`src/rtl/readout_scheduler.sv`:
```
// Row-by-row readout sequencer between the sensor FSM and the output buffer.
// Optional watchdog on the buffer handshake is enabled by defining READOUT_TIMEOUT_EN.
module readout_scheduler #(
    parameter int unsigned PIXEL_ARRAY_HEIGHT = 2,
    parameter int unsigned SETTLE_CYCLES      = 1,
    parameter int unsigned BURST_CYCLES       = 4,
    parameter int unsigned ACK_TIMEOUT        = 4,
    localparam int unsigned INDEX_WIDTH  = (PIXEL_ARRAY_HEIGHT > 1) ? $clog2(PIXEL_ARRAY_HEIGHT) : 1,
    localparam int unsigned SETTLE_WIDTH = $clog2(SETTLE_CYCLES + 1)
) (
    input  logic                          CLK,
    input  logic                          RESET,
    input  logic                          START,
    input  logic                          ABORT,
    input  logic                          BUFFER_BUSY,
    output logic [PIXEL_ARRAY_HEIGHT-1:0] ROW_SELECT,
    output logic [INDEX_WIDTH-1:0]        ROW_INDEX,
    output logic                          SET_BUFFER,
    output logic                          READY,
    output logic                          FRAME_DONE,
    output logic                          ERROR
);

    if (PIXEL_ARRAY_HEIGHT == 0 || SETTLE_CYCLES == 0 || BURST_CYCLES == 0 || ACK_TIMEOUT == 0) begin : g_bad_params
        $error("readout_scheduler: all parameters must be at least 1");
    end

    typedef enum logic [2:0] {IDLE, SETTLE, LOAD, ACK, DRAIN, DONE} state_t;

    state_t                          state, state_next;
    logic [SETTLE_WIDTH-1:0]         settle_cnt, settle_next;
    logic [INDEX_WIDTH-1:0]          index_next;
    logic [PIXEL_ARRAY_HEIGHT-1:0]   select_next;
    logic                            set_next, ready_next, done_next;

`ifdef READOUT_TIMEOUT_EN
    localparam int unsigned DRAIN_LIMIT = BURST_CYCLES + 2;
    localparam int unsigned WD_MAX      = (ACK_TIMEOUT > DRAIN_LIMIT) ? ACK_TIMEOUT : DRAIN_LIMIT;
    localparam int unsigned WD_WIDTH    = $clog2(WD_MAX + 1);

    logic [WD_WIDTH-1:0] wd_cnt, wd_next;
    logic                error_q, error_next;

    assign ERROR = error_q;
`else
    assign ERROR = 1'b0;
`endif

    // Next-state, counters and next registered outputs
    always_comb begin
        state_next  = state;
        settle_next = settle_cnt;
        index_next  = ROW_INDEX;
`ifdef READOUT_TIMEOUT_EN
        wd_next     = wd_cnt;
        error_next  = error_q;
`endif
        case (state)
            IDLE: begin
                if (START && !ABORT) begin
                    state_next  = SETTLE;
                    index_next  = '0;
                    settle_next = '0;
`ifdef READOUT_TIMEOUT_EN
                    error_next  = 1'b0;
`endif
                end
            end
            SETTLE: begin
                if (settle_cnt == SETTLE_WIDTH'(SETTLE_CYCLES - 1)) begin
                    state_next = LOAD;
                end else begin
                    settle_next = settle_cnt + SETTLE_WIDTH'(1);
                end
            end
            LOAD: begin
                state_next = ACK;
`ifdef READOUT_TIMEOUT_EN
                wd_next    = '0;
`endif
            end
            ACK: begin
                if (BUFFER_BUSY) begin
                    state_next = DRAIN;
`ifdef READOUT_TIMEOUT_EN
                    wd_next    = '0;
                end else if (wd_cnt >= WD_WIDTH'(ACK_TIMEOUT)) begin
                    state_next = IDLE;
                    error_next = 1'b1;
                end else begin
                    wd_next = wd_cnt + WD_WIDTH'(1);
`endif
                end
            end
            DRAIN: begin
                if (!BUFFER_BUSY) begin
                    if (ROW_INDEX == INDEX_WIDTH'(PIXEL_ARRAY_HEIGHT - 1)) begin
                        state_next = DONE;
                    end else begin
                        state_next  = SETTLE;
                        index_next  = ROW_INDEX + INDEX_WIDTH'(1);
                        settle_next = '0;
                    end
`ifdef READOUT_TIMEOUT_EN
                end else if (wd_cnt >= WD_WIDTH'(DRAIN_LIMIT)) begin
                    state_next = IDLE;
                    error_next = 1'b1;
                end else begin
                    wd_next = wd_cnt + WD_WIDTH'(1);
`endif
                end
            end
            DONE:    state_next = IDLE;
            default: state_next = IDLE;
        endcase

        // Abort wins over every other transition and leaves index and error untouched
        if (ABORT && state != IDLE) begin
            state_next = IDLE;
            index_next = ROW_INDEX;
`ifdef READOUT_TIMEOUT_EN
            error_next = error_q;
`endif
        end

        select_next = (state_next == SETTLE || state_next == LOAD || state_next == ACK)
                    ? (PIXEL_ARRAY_HEIGHT'(1) << index_next) : '0;
        set_next    = (state_next == LOAD);
        ready_next  = (state_next == IDLE);
        done_next   = (state_next == DONE);
    end

    // State, counters and registered outputs
    always_ff @(posedge CLK or posedge RESET) begin
        if (RESET) begin
            state      <= IDLE;
            settle_cnt <= '0;
            ROW_SELECT <= '0;
            ROW_INDEX  <= '0;
            SET_BUFFER <= 1'b0;
            READY      <= 1'b1;
            FRAME_DONE <= 1'b0;
`ifdef READOUT_TIMEOUT_EN
            wd_cnt     <= '0;
            error_q    <= 1'b0;
`endif
        end else begin
            state      <= state_next;
            settle_cnt <= settle_next;
            ROW_SELECT <= select_next;
            ROW_INDEX  <= index_next;
            SET_BUFFER <= set_next;
            READY      <= ready_next;
            FRAME_DONE <= done_next;
`ifdef READOUT_TIMEOUT_EN
            wd_cnt     <= wd_next;
            error_q    <= error_next;
`endif
        end
    end

endmodule

```
`config.mk`:
```
export PLATFORM = sky130hd
export DESIGN_NAME = readout_scheduler
export DESIGN_NICKNAME = d
export VERILOG_FILES = /design/src/rtl/readout_scheduler.sv
export SDC_FILE = /design/constraint.sdc
export NUM_CORES = 1
export LEC_CHECK = 0
export CAP_MARGIN = 20
export CORE_AREA = 2 2 39 41
export CTS_BUF_LIST = sky130_fd_sc_hd__clkbuf_2
export CTS_CLUSTER_SIZE = 25
export DETAILED_ROUTE_END_ITERATION = 10
export DIE_AREA = 0 0 41 43
export SYNTH_ARGS = -nofsm -noshare
export SYNTH_HDL_FRONTEND = slang
export SYNTH_SLANG_ARGS = --single-unit
export TNS_END_PERCENT = 5
```
`constraint.sdc`:
```
create_clock -name CLK -period 3.2 [get_ports CLK]
set_input_delay 0.64 -clock CLK [delete_from_list [all_inputs] [get_ports CLK]]
set_output_delay 0.64 -clock CLK [all_outputs]
set_load 0.02 [all_outputs]
```
==> results summary, run 1 <==
Summed over all cells, the static leakage comes to roughly 0.27 nW. The clock tree root driver cell is sky130_fd_sc_hd__clkbuf_2. The number of buffers inserted for hold repair after clock tree synthesis is 0. The min-delay analysis places its worst path in the category in -> async. The delay contributed by the slowest stage of the critical path is roughly 0.66 ns.

After synthesis, the netlist uses 31 different library cells. The met2 routing resource usage after global routing came out at a little over a fifth. The clock transition at the register clock pins on the worst setup and hold paths after CTS came out at 0.09 ns. In this run the mean area of a mapped cell was 9.94 µm². The met1 track demand over resource in global routing is about 20%.

The post-route setup TNS came out at 0 ns. The floorplan die area is 1760 µm². For met3 alone, demand over resource in global routing was 3.66%. In the layout the commonest cells are sky130_fd_sc_hd__clkdlybuf4s50_1, sky130_fd_sc_hd__dfrtp_1, sky130_fd_sc_hd__nor2_1, sky130_fd_sc_hd__inv_1, sky130_fd_sc_hd__clkbuf_2. Ranked by total cell area, the synthesized netlist is headed by sky130_fd_sc_hd__dfrtp_1, sky130_fd_sc_hd__dfstp_2, sky130_fd_sc_hd__nor2_1, sky130_fd_sc_hd__or3b_2, sky130_fd_sc_hd__a2111oi_2.

The kind of critical path is reg -> out. Gates resized during post-CTS repair numbered 0. At the worst endpoint, the required time is 2.56 ns.

The number of H-tree levels came out at 1. The pin count of the biggest net entering global routing is 11. The post-synthesis instance area came out at 507 µm².

The clock network burns between 20% and 30% of the power. Synthesis produced a netlist with a net count of 56. The total setup buffers inserted after CTS is 0. Compared with the post-synthesis result, the final layout area differs by 20.5%.

Dividing the detail-routed via count by the number of cells gives 5.33. The highest net fanout along the worst path is 9. The final critical delay including setup and external delays is roughly 2.0 ns. The signal on the critical path passes through clkdlybuf4s50_1. In this run the most used layer during global routing was met2.

Setup repair after global routing left no endpoint under its margin. TritonCTS built the clock tree. Overall power consumption after layout is estimated at between 0.2 and 0.3 mW. Dividing the final minimum period by the clock period gives 63.9%. The number of pins exceeding their max-slew limit in the final report came to 0. The power per cell area came out at between 400 and 500 nW/µm². The initial antenna violation count is 0.

Cells with a size suffix above 1 make up 18.3% of the layout. The number of standard-cell rows in the floorplan came out at 14. The slowest stage of the critical path is the sky130_fd_sc_hd__clkdlybuf4s50_1 cell. The worst setup path is captured at an output pin. The switching power share of the total is 29.1%. The run finished with clean final reports. The number of synthesized flops with an enable pin came out at 0. The number of vias in the routed layout came out at 405. The global-route usage over all layers came out at 15.9%. The highest achievable clock rate came out at slightly below 0.5 GHz. The DRC violation count after routing came out at 0. The post-layout net count came out at 66. The final antenna-violating net count came out at 0.

The average wire per standard cell is 12.9 µm. Data on the critical path arrives at its endpoint at 1.41 ns. The total wire length came out at 982 µm. Synthesis inferred 9 register bits. The placed wire-length estimate came out at 732 µm. The share of synthesized area occupied by flip-flops and latches is 44.7%.

The number of buffer cells added on primary ports came out at 10. The longest clock path from root to sink contains 2 buffers. The cell family with the largest share of critical-path delay is buffers and inverters. The TritonCTS sink count came out at 9. The clock arrives with 0.0100 ns of skew. The sequential group share of total power came out at about half.

The effective utilization at floorplan came out at 36.6%. The proportion of netlist area held by the largest area contributor came out at about two fifths. In the synthesized netlist the dominant register cell turns out to be sky130_fd_sc_hd__dfrtp_1. The via count of the first global-routing pass is 403.

The register-to-register setup slack is 1.47 ns. The initial detailed-routing violation count came out at 13. The horizontal extent of the die is 41 µm. The congestion estimate from routability-driven global placement came to roughly 0.86. The synthesized instance count came out at just over 50. The clock network latency to the later pin of the worst-skew pair is 0.24 ns. The synthesized design spends more area on one cell type than any other, namely sky130_fd_sc_hd__dfrtp_1.

The worst setup path is launched from a flip-flop. The internal power is 0.182 mW. The fraction of synthesis flops using an asynchronous set or reset pin came out at 100%.

For this run, the detailed router's first-pass iteration total came to 4. The number of warnings printed during yosys synthesis is 0. The first global-routing pass estimated about 1.8 mm of wire. Global routing finished with a remaining overflow of 0. The standard cell core area came out at 1380 µm². The worst-case IR drop observed on VDD is 0.000154 V. The number of placed I/O pins is 12. For this design the total switching power over the nets is 0.0747 mW.

The number of antenna repair diodes is 0. The count of final hold-check violations came to 0. The number of CTS-inserted buffers came out at 3. Setup violations remaining at the end of the flow were counted as 0. The die height came out at 43 µm. The buffering stage count on the worst path with inverters included came out at 1. The count of max-cap constraint violations came out at 0.

The leading cell type in the layout, fill and taps excluded is sky130_fd_sc_hd__clkdlybuf4s50_1. The combinational share of power is 21.3%.
## power groups by stage
stage	combinational [mW]	clock (mW)	sequential, mW
after floorplan	0.0385	0	0.134
after global placement	0.0545	0	0.135
after detailed placement	0.0545	0	0.135
after CTS	0.0547	0.0716	0.133
after global routing	0.0604	0.0806	0.134
final	0.0548	0.0690	0.133
## sequential cells by signal (all words and copies together), names as in the netlist
name / flops
ROW_SELECT: 2
SET_BUFFER: 1
READY: 1
ROW_INDEX: 1
FRAME_DONE: 1
state: 3
## layout make-up
cell class / instances / area, µm²
Fill cell: 138 / 773
Timing Repair Buffer: 10 / 100
Sequential cell: 9 / 226
Multi-Input combinational cell: 33 / 229
Clock buffer: 4 / 20.0
Inverter: 4 / 15.0
Tap cell: 16 / 20.0
## metal layers
layer,vias to the layer above,routed length (µm),part of all wire [%]
met2,15,496,51
met1,188,442,45
li1,202,-,-
met3,0,43,4.4
met4,0,0,0
met5,-,0,0
## metrics by stage
step	hold WS, ns	area, µm²	cells	utilization (%)	worst slack (ns)
finish	0.644	611	76	44.1	1.15
CTS	0.652	611	76	44.1	1.15
global placement	0.660	591	72	42.7	1.19
floorplan	0.467	507	51	-	1.52
global route	0.675	611	76	44.1	1.08
detailed placement	0.681	591	72	42.7	1.14
## worst paths after layout
path | end | from | depth (start not counted)
worst max-delay path | ROW_INDEX | ROW_INDEX | 1
worst min-delay path | ROW_SELECT[0] | RESET | 2
worst max register to register | ROW_SELECT[0] | state[1] | 3
worst min register to register | ROW_SELECT[0] | state[2] | 1
max in group asynchronous | READY | RESET | 2
min in group CLK | ROW_SELECT[0] | state[2] | 1
## synth_stat cells (2+ instances only)
cell	instances
sky130_fd_sc_hd__dfrtp_1	8
sky130_fd_sc_hd__nor2_1	5
sky130_fd_sc_hd__inv_1	4
sky130_fd_sc_hd__buf_4	2
sky130_fd_sc_hd__clkbuf_2	2
sky130_fd_sc_hd__nand2_1	2
sky130_fd_sc_hd__nor3_1	2
sky130_fd_sc_hd__o21ai_0	2
sky130_fd_sc_hd__or3b_2	2
## cell families (layout without fill, tap and decap cells)
logic type      Yosys count  after routing  share of synthesized area (%)
xor+xnor                  1              1                           1.73
simple gates             16             16                           18.8
flops                     9              9                           44.7
buf+inv                   9             18                           10.1
compound gates           15             15                           24.0
other cells               1              1                          0.740
No activity file was read; power rests on OpenSTA's default activity.
==> inputs of run 2 (changes only) <==
--- a/config.mk
+++ b/config.mk
@@ -11,6 +11,7 @@
 export CTS_CLUSTER_SIZE = 25
 export DETAILED_ROUTE_END_ITERATION = 10
 export DIE_AREA = 0 0 41 43
+export PLACE_DENSITY = 0.66
 export SYNTH_ARGS = -nofsm -noshare
 export SYNTH_HDL_FRONTEND = slang
 export SYNTH_SLANG_ARGS = --single-unit
==> constraint.sdc (replaced) <==
create_clock -name CLK -period 1.7 [get_ports CLK]
set_input_delay 0.34 -clock CLK [delete_from_list [all_inputs] [get_ports CLK]]
set_output_delay 0.34 -clock CLK [all_outputs]
set_load 0.02 [all_outputs]
==> run 2 against run 1 <==
Design area up 11%. Power up 97%. Cell count up 12%. Setup slack worse by 1.0 ns. Critical path type unchanged.
==> results summary, run 2 (synthesis gave the netlist of run 1 again) <==
The placed wire-length estimate is 823 µm (+12%). The overall overflow remaining after global route came out at 0 (unchanged). The clock transition at the register clock pins on the worst setup and hold paths after CTS is 0.09 ns (about the same).

The kind of critical path is reg -> out. The iteration count of the initial detailed-routing pass is 4 (unchanged). The total setup buffers inserted after CTS came to 0 (unchanged). The effective utilization at floorplan came to 36.6% (unchanged).

The maximum root-to-sink buffer count came out at 2 (unchanged). STA classifies the critical path startpoint as a flip-flop. The number of buffer cells added on primary ports was 10 (unchanged). The switching power share of the total came to 29.5% (+0.34 points). The highest net fanout along the worst path came out at 3 (-6). The standard cell core area came to 1380 µm² (unchanged).

The worst ir drop on vdd is 0.000245 V (+59%). The required time of the worst setup path came out at 1.36 ns (-1.20 ns). The data arrival at the endpoint of the critical path is 1.25 ns (-0.16 ns). The register area is 226 µm² (unchanged).

The initial antenna violation count came out at 0 (unchanged). The pin count of the biggest net entering global routing is 10 (-1). The number of instances resized during post-cts repair is 1 (+1).

The number of buffers inserted for hold repair after clock tree synthesis is 0 (unchanged). The clock network fraction of design power came out at 26.9% (about the same). Setup repair after global routing left no endpoint under its margin. The detailed-route vias per instance is 5.18 (-2.9%). TritonCTS built the clock tree. The final worst-path cycle share came out at 93.5%. The number of antenna repair diodes was 0 (unchanged).

The DRC violation count after routing came to 0 (unchanged). The number of H-tree levels came out at 1 (unchanged). The post-route core utilization came out at 48.9% (+4.8 points). The library cell contributing the largest single delay on the critical path is sky130_fd_sc_hd__clkdlybuf4s50_1. The area added between synthesis and finish came out at 33.6%. The layout cell share with drive strength beyond 1 was 29.0% (+11 points).

The number of CTS-inserted buffers is 3 (unchanged). Routed signal wires occupy layers up through met4. The total wire length came out at 1.01 mm (+3.0%). The worst setup path is captured at an output pin. The combinational share of power is 26.0% (+4.7 points). The met3 wirelength from detailed routing is 29 µm (-33%).

The post-route setup TNS is 0 ns (unchanged). The count of max-cap constraint violations is 0 (unchanged). The final setup violation count is 0 (unchanged). Among cell families on the critical path, the largest total delay comes from buffers and inverters. The run finished with clean final reports. The number of vias in the routed layout is 440 (+8.6%). The routed wire length on met2 is 493 µm (-0.60%). The number of standard-cell rows in the floorplan came out at 14 (unchanged). The floorplan die area was 1760 µm² (unchanged). The via count of the first global-routing pass is 422 (+4.7%).

The global-route usage over all layers is 15.7% (-0.23 points). The static leakage is 0.315 nW (+17%). The final critical delay including setup and external delays came out at 1.59 ns. The number of pins exceeding their max-slew limit in the final report was 0 (unchanged). Ranked by flip-flop count, first place goes to state.

The area taken by multi-input logic gates is 229 µm² (unchanged). The global placement routability congestion is 0.846 (-1.3%). The switching power of the nets came to 0.149 mW (+99%). The final antenna-violating net count came to 0 (unchanged).

The tree is rooted in a sky130_fd_sc_hd__clkbuf_2. The highest achievable clock rate came out at 0.629 GHz. The clock network latency to the later pin of the worst-skew pair is 0.25 ns (about the same). The sequential group share of total power came out at 47.1% (-4.6 points). Walking the worst path, the cells encountered are clkdlybuf4s50_1.

The wire length the detailed router placed on met1 came out at 466 µm (+5.4%). The die height is 43 µm (unchanged). The horizontal extent of the die was 41 µm (unchanged). The TritonCTS sink count is 9 (unchanged). Leaving out fill and tap cells, the most frequent cells in the layout are sky130_fd_sc_hd__clkdlybuf4s50_1, sky130_fd_sc_hd__buf_4, sky130_fd_sc_hd__dfrtp_1, sky130_fd_sc_hd__nor2_1. The count of final hold-check violations is 0 (unchanged). The final worst hold slack came out at 0.343 ns (-0.301 ns). The post-layout net count came out at 75 (+14%).

The global-route wire length before repair is 1.81 mm (+0.78%). The buffering stage count on the worst path with inverters included is 1 (unchanged). The power per cell area is 746 nW/µm² (+78%). The finished layout cell area is 677 µm² (+11%). The average wire per standard cell is 11.9 µm (-7.9%). The initial detailed-routing violation count is 23 (+10). The delay contributed by the slowest stage of the critical path came out at 0.61 ns (-0.05 ns). The number of fill cells is 131 (-5.1%). The slack of the critical path came out at 0.111 ns (-1.04 ns). The flip-flop count of the largest register after layout came out at 3 (unchanged).

The worst clock skew on the final layout is 0.00395 ns (-0.00605 ns). The internal power is 0.356 mW (+96%). The post-placement worst setup slack came out at 0.00441 ns (-1.14 ns). The post-place instance area is 658 µm² (+11%). In this run the worst hold path is classified as in -> async. In the final layout, the registers with the most flip-flops are state (3), ROW_SELECT (2). The number of placed I/O pins came out at 12 (unchanged).
run 2: cell types whose count changed in the layout (fill, tap and decap cells not counted):
| cell | previous run | this run |
|---|---|---|
| sky130_fd_sc_hd__dlygate4sd2_1 | 0 | 1 |
| sky130_fd_sc_hd__buf_4 | 0 | 9 |
| sky130_fd_sc_hd__clkdlybuf4s50_1 | 10 | 9 |
run 2: cell type report:
class | count | share of cell area [%]
multi-input cells | 33 | 33.8
well taps | 16 | 2.96
clock buffers | 4 | 2.96
repair buffers | 19 | 24.6
flip-flops and latches | 9 | 33.5
inverters | 4 | 2.22
run 2: routing by layer:
layer | vias up | global-route usage, %
li1 | 220 | -
met1 | 207 | 19.8
met5 | - | 0
met4 | 0 | 12.0
met2 | 10 | 22.2
met3 | 3 | 3.14
run 2: through the flow:
| step | power, mW | cells |
|---|---|---|
| 2_1_floorplan | 0.324 | 51 |
| 3_3_place_gp | 0.375 | 81 |
| 3_5_place_dp | 0.375 | 81 |
| 4_1_cts | 0.508 | 85 |
| 5_1_grt | 0.534 | 85 |
| 6_report | 0.505 | 85 |
run 2: worst paths after layout:
kind,cells past startpoint,endpoint,slack [ns],from
worst max-delay path,1,ROW_INDEX,0.11,ROW_INDEX
min in group CLK,2,ROW_SELECT[0],0.60,state[2]
max in group asynchronous,2,READY,1.06,RESET
worst min-delay path,2,ROW_SELECT[1],0.34,RESET
worst max register to register,3,ROW_SELECT[0],0.15,state[1]
worst min register to register,2,ROW_SELECT[0],0.60,state[2]
run 2: power groups by stage:
stage	sequential, mW	combinational [mW]	clock (mW)
final	0.238	0.131	0.136
after global placement	0.242	0.134	0
after global routing	0.240	0.146	0.148
after CTS	0.238	0.131	0.139
after floorplan	0.251	0.0724	0
after detailed placement	0.243	0.132	0
==> inputs of run 3 (changes only) <==
--- a/config.mk
+++ b/config.mk
@@ -12,6 +12,7 @@
 export DETAILED_ROUTE_END_ITERATION = 10
 export DIE_AREA = 0 0 41 43
 export PLACE_DENSITY = 0.66
+export RECOVER_POWER = 100
 export SYNTH_ARGS = -nofsm -noshare
 export SYNTH_HDL_FRONTEND = slang
 export SYNTH_SLANG_ARGS = --single-unit
==> run 3 against run 2 <==
Wire length up 0.49%. Core utilization shrank 0.63 points. Highest routed layer unchanged. Fmax fell by 2.3%. Non-clock buffer count unchanged. Sequential power is essentially flat. Clock-buffer cell count is the same.
==> results summary, run 3 (synthesis gave the netlist of run 1 again) <==
The number of standard-cell rows in the floorplan came to 14 (unchanged). The number of antenna repair diodes is 0 (unchanged). The highest achievable clock rate came out at 0.615 GHz (-2.3%). The met2 routing resource usage after global routing is 22.2% (unchanged). The kind of critical path is reg -> out. The global-route wire length before repair is 1.81 mm (unchanged). The average wire per standard cell is 12.0 µm (+0.49%).

The flip-flop count of the largest register after layout came to 3 (unchanged). The final critical delay including setup and external delays came to 1.63 ns (+0.0380 ns). The number of non-filler instances in the completed layout came out at 85 (unchanged).

The total setup buffers inserted after CTS came out at 0 (unchanged). The finished layout cell area is 668 µm² (-1.3%). STA classifies the critical path startpoint as a flip-flop. From synthesis to final layout, the design area changed by 31.9%. The count of max-cap constraint violations is 0 (unchanged).

The final antenna-violating net count came out at 0 (unchanged). The kind of path behind the tightest hold check is in -> async. The flow ran to the end, and the final reports show no timing, DRC or antenna violations. The highest net fanout along the worst path came out at 1 (-2). The via count of the first global-routing pass came out at 422 (unchanged). Clock tree synthesis selected as its root buffer the cell sky130_fd_sc_hd__clkbuf_2. The post-route setup TNS is 0 ns (unchanged). The final worst-path cycle share came to 95.7% (+2.2 points). The number of H-tree levels came to 1 (unchanged). The clock transition at the register clock pins on the worst setup and hold paths after CTS came out at 0.09 ns (about the same). The global-route met3 utilization was 3.14% (unchanged).

On the critical path the largest part of the delay comes from buffers and inverters. The required time of the worst setup path is 1.36 ns (about the same). The detailed-route vias per instance is 5.33 (+3.0%). The post-layout net count is 75 (unchanged).

In the layout the commonest cells are sky130_fd_sc_hd__dfrtp_1, sky130_fd_sc_hd__buf_4, sky130_fd_sc_hd__dlygate4sd3_1, sky130_fd_sc_hd__nor2_1. The overall overflow remaining after global route came out at 0 (unchanged). The total wire length is 1.02 mm (+0.49%).

The iteration count of the initial detailed-routing pass is 4 (unchanged). The instance count after placement with tap cells included came out at 81 (unchanged). The clock tree from TritonCTS is yes.

Setup repair after global routing left no endpoint under its margin. The layout cell share with drive strength beyond 1 is 24.6% (-4.3 points). The number of buffer cells added on primary ports was 10 (unchanged). The slowest stage of the critical path belongs to the cell sky130_fd_sc_hd__dlygate4sd3_1.

The top register by number of flip-flops is state. The initial detailed-routing violation count is 17 (-26%). The final worst hold slack came out at 0.480 ns (+0.137 ns).

The TritonCTS sink count is 9 (unchanged). The met1 track demand over resource in global routing came out at 19.8% (unchanged). The data arrival at the endpoint of the critical path is 1.29 ns (+0.04 ns).

The category of the worst setup path capture point is an output pin. The placed wire-length estimate came out at 823 µm (unchanged). The number of fill cells is 131 (unchanged). The post-place instance area came to 658 µm² (unchanged).

The global-route usage over all layers is 15.7% (unchanged). The worst clock skew on the final layout is 0.00419 ns (+0.000240 ns). The global placement routability congestion came to 0.846 (unchanged). The die height was 43 µm (unchanged). The floorplan die area is 1760 µm² (unchanged). The number of buffers inserted for hold repair after clock tree synthesis is 0 (unchanged). The number of vias in the routed layout came out at 453 (+3.0%). The maximum root-to-sink buffer count came to 2 (unchanged). The pin count of the biggest net entering global routing came out at 10 (unchanged). The clock network latency to the later pin of the worst-skew pair was 0.25 ns (about the same). The DRC violation count after routing is 0 (unchanged). The number of CTS-inserted buffers came out at 3 (unchanged). The largest registers in the layout are state (3), ROW_SELECT (2). The buffering stage count on the worst path with inverters included came out at 1 (unchanged).

The number of placed I/O pins came out at 12 (unchanged). The delay contributed by the slowest stage of the critical path came out at 0.65 ns (+0.04 ns). The post-route core utilization is 48.3% (-0.63 points). The number of pins exceeding their max-slew limit in the final report came out at 0 (unchanged). The horizontal extent of the die came out at 41 µm (unchanged). The number of instances resized during post-cts repair came to 1 (unchanged). The static leakage came out at 0.321 nW (+1.9%). The initial antenna violation count is 0 (unchanged). The standard cell core area came out at 1380 µm² (unchanged).

The signal on the critical path passes through dlygate4sd3_1. The worst ir drop on vdd is 0.000258 V (+5.3%). The power per cell area came out at 746 nW/µm² (about the same). The count of final hold-check violations is 0 (unchanged). The final setup violation count is 0 (unchanged).

The effective utilization at floorplan is 36.6% (unchanged). The most utilized layer in the global route result is met2.
## run 3: worst paths after layout
path | slack, ns | depth (start not counted) | to | startpoint
max | 0.07 | 1 | ROW_SELECT[0] | ROW_SELECT[0]
min | 0.48 | 2 | ROW_SELECT[1] | RESET
max reg2reg | 0.13 | 3 | ROW_SELECT[0] | state[1]
min reg2reg | 0.61 | 2 | ROW_SELECT[0] | state[2]
max in group asynchronous | 0.93 | 2 | READY | RESET
min in group CLK | 0.61 | 2 | ROW_SELECT[0] | state[2]
## run 3: layer usage
metal	wire length, µm	vias up
met2	495	18
met4	26	0
met1	445	210
li1	-	220
met3	49	5
met5	0	-
## run 3: area by class of cell
type	instances	area, µm²	share of cell area (%)
Tap cell	16	20.0	3.00
Clock buffer	4	20.0	3.00
Multi-Input combinational cell	33	224	33.5
Inverter	4	15.0	2.25
Timing Repair Buffer	19	163	24.3
Sequential cell	9	226	33.9
## run 3: stage by stage
stage                     setup WS [ns]  total power [mW]
final                            0.0729             0.498
after global routing             0.0353             0.527
after floorplan                  0.0233             0.324
after CTS                         0.101             0.508
after detailed placement        0.00441             0.375
after global placement           0.0313             0.375
## run 3: report_power, final
part           switching (mW)  leakage, nW  internal, mW
Sequential            0.00672        0.118         0.230
Combinational          0.0680        0.186        0.0573
Clock                  0.0733       0.0166        0.0625
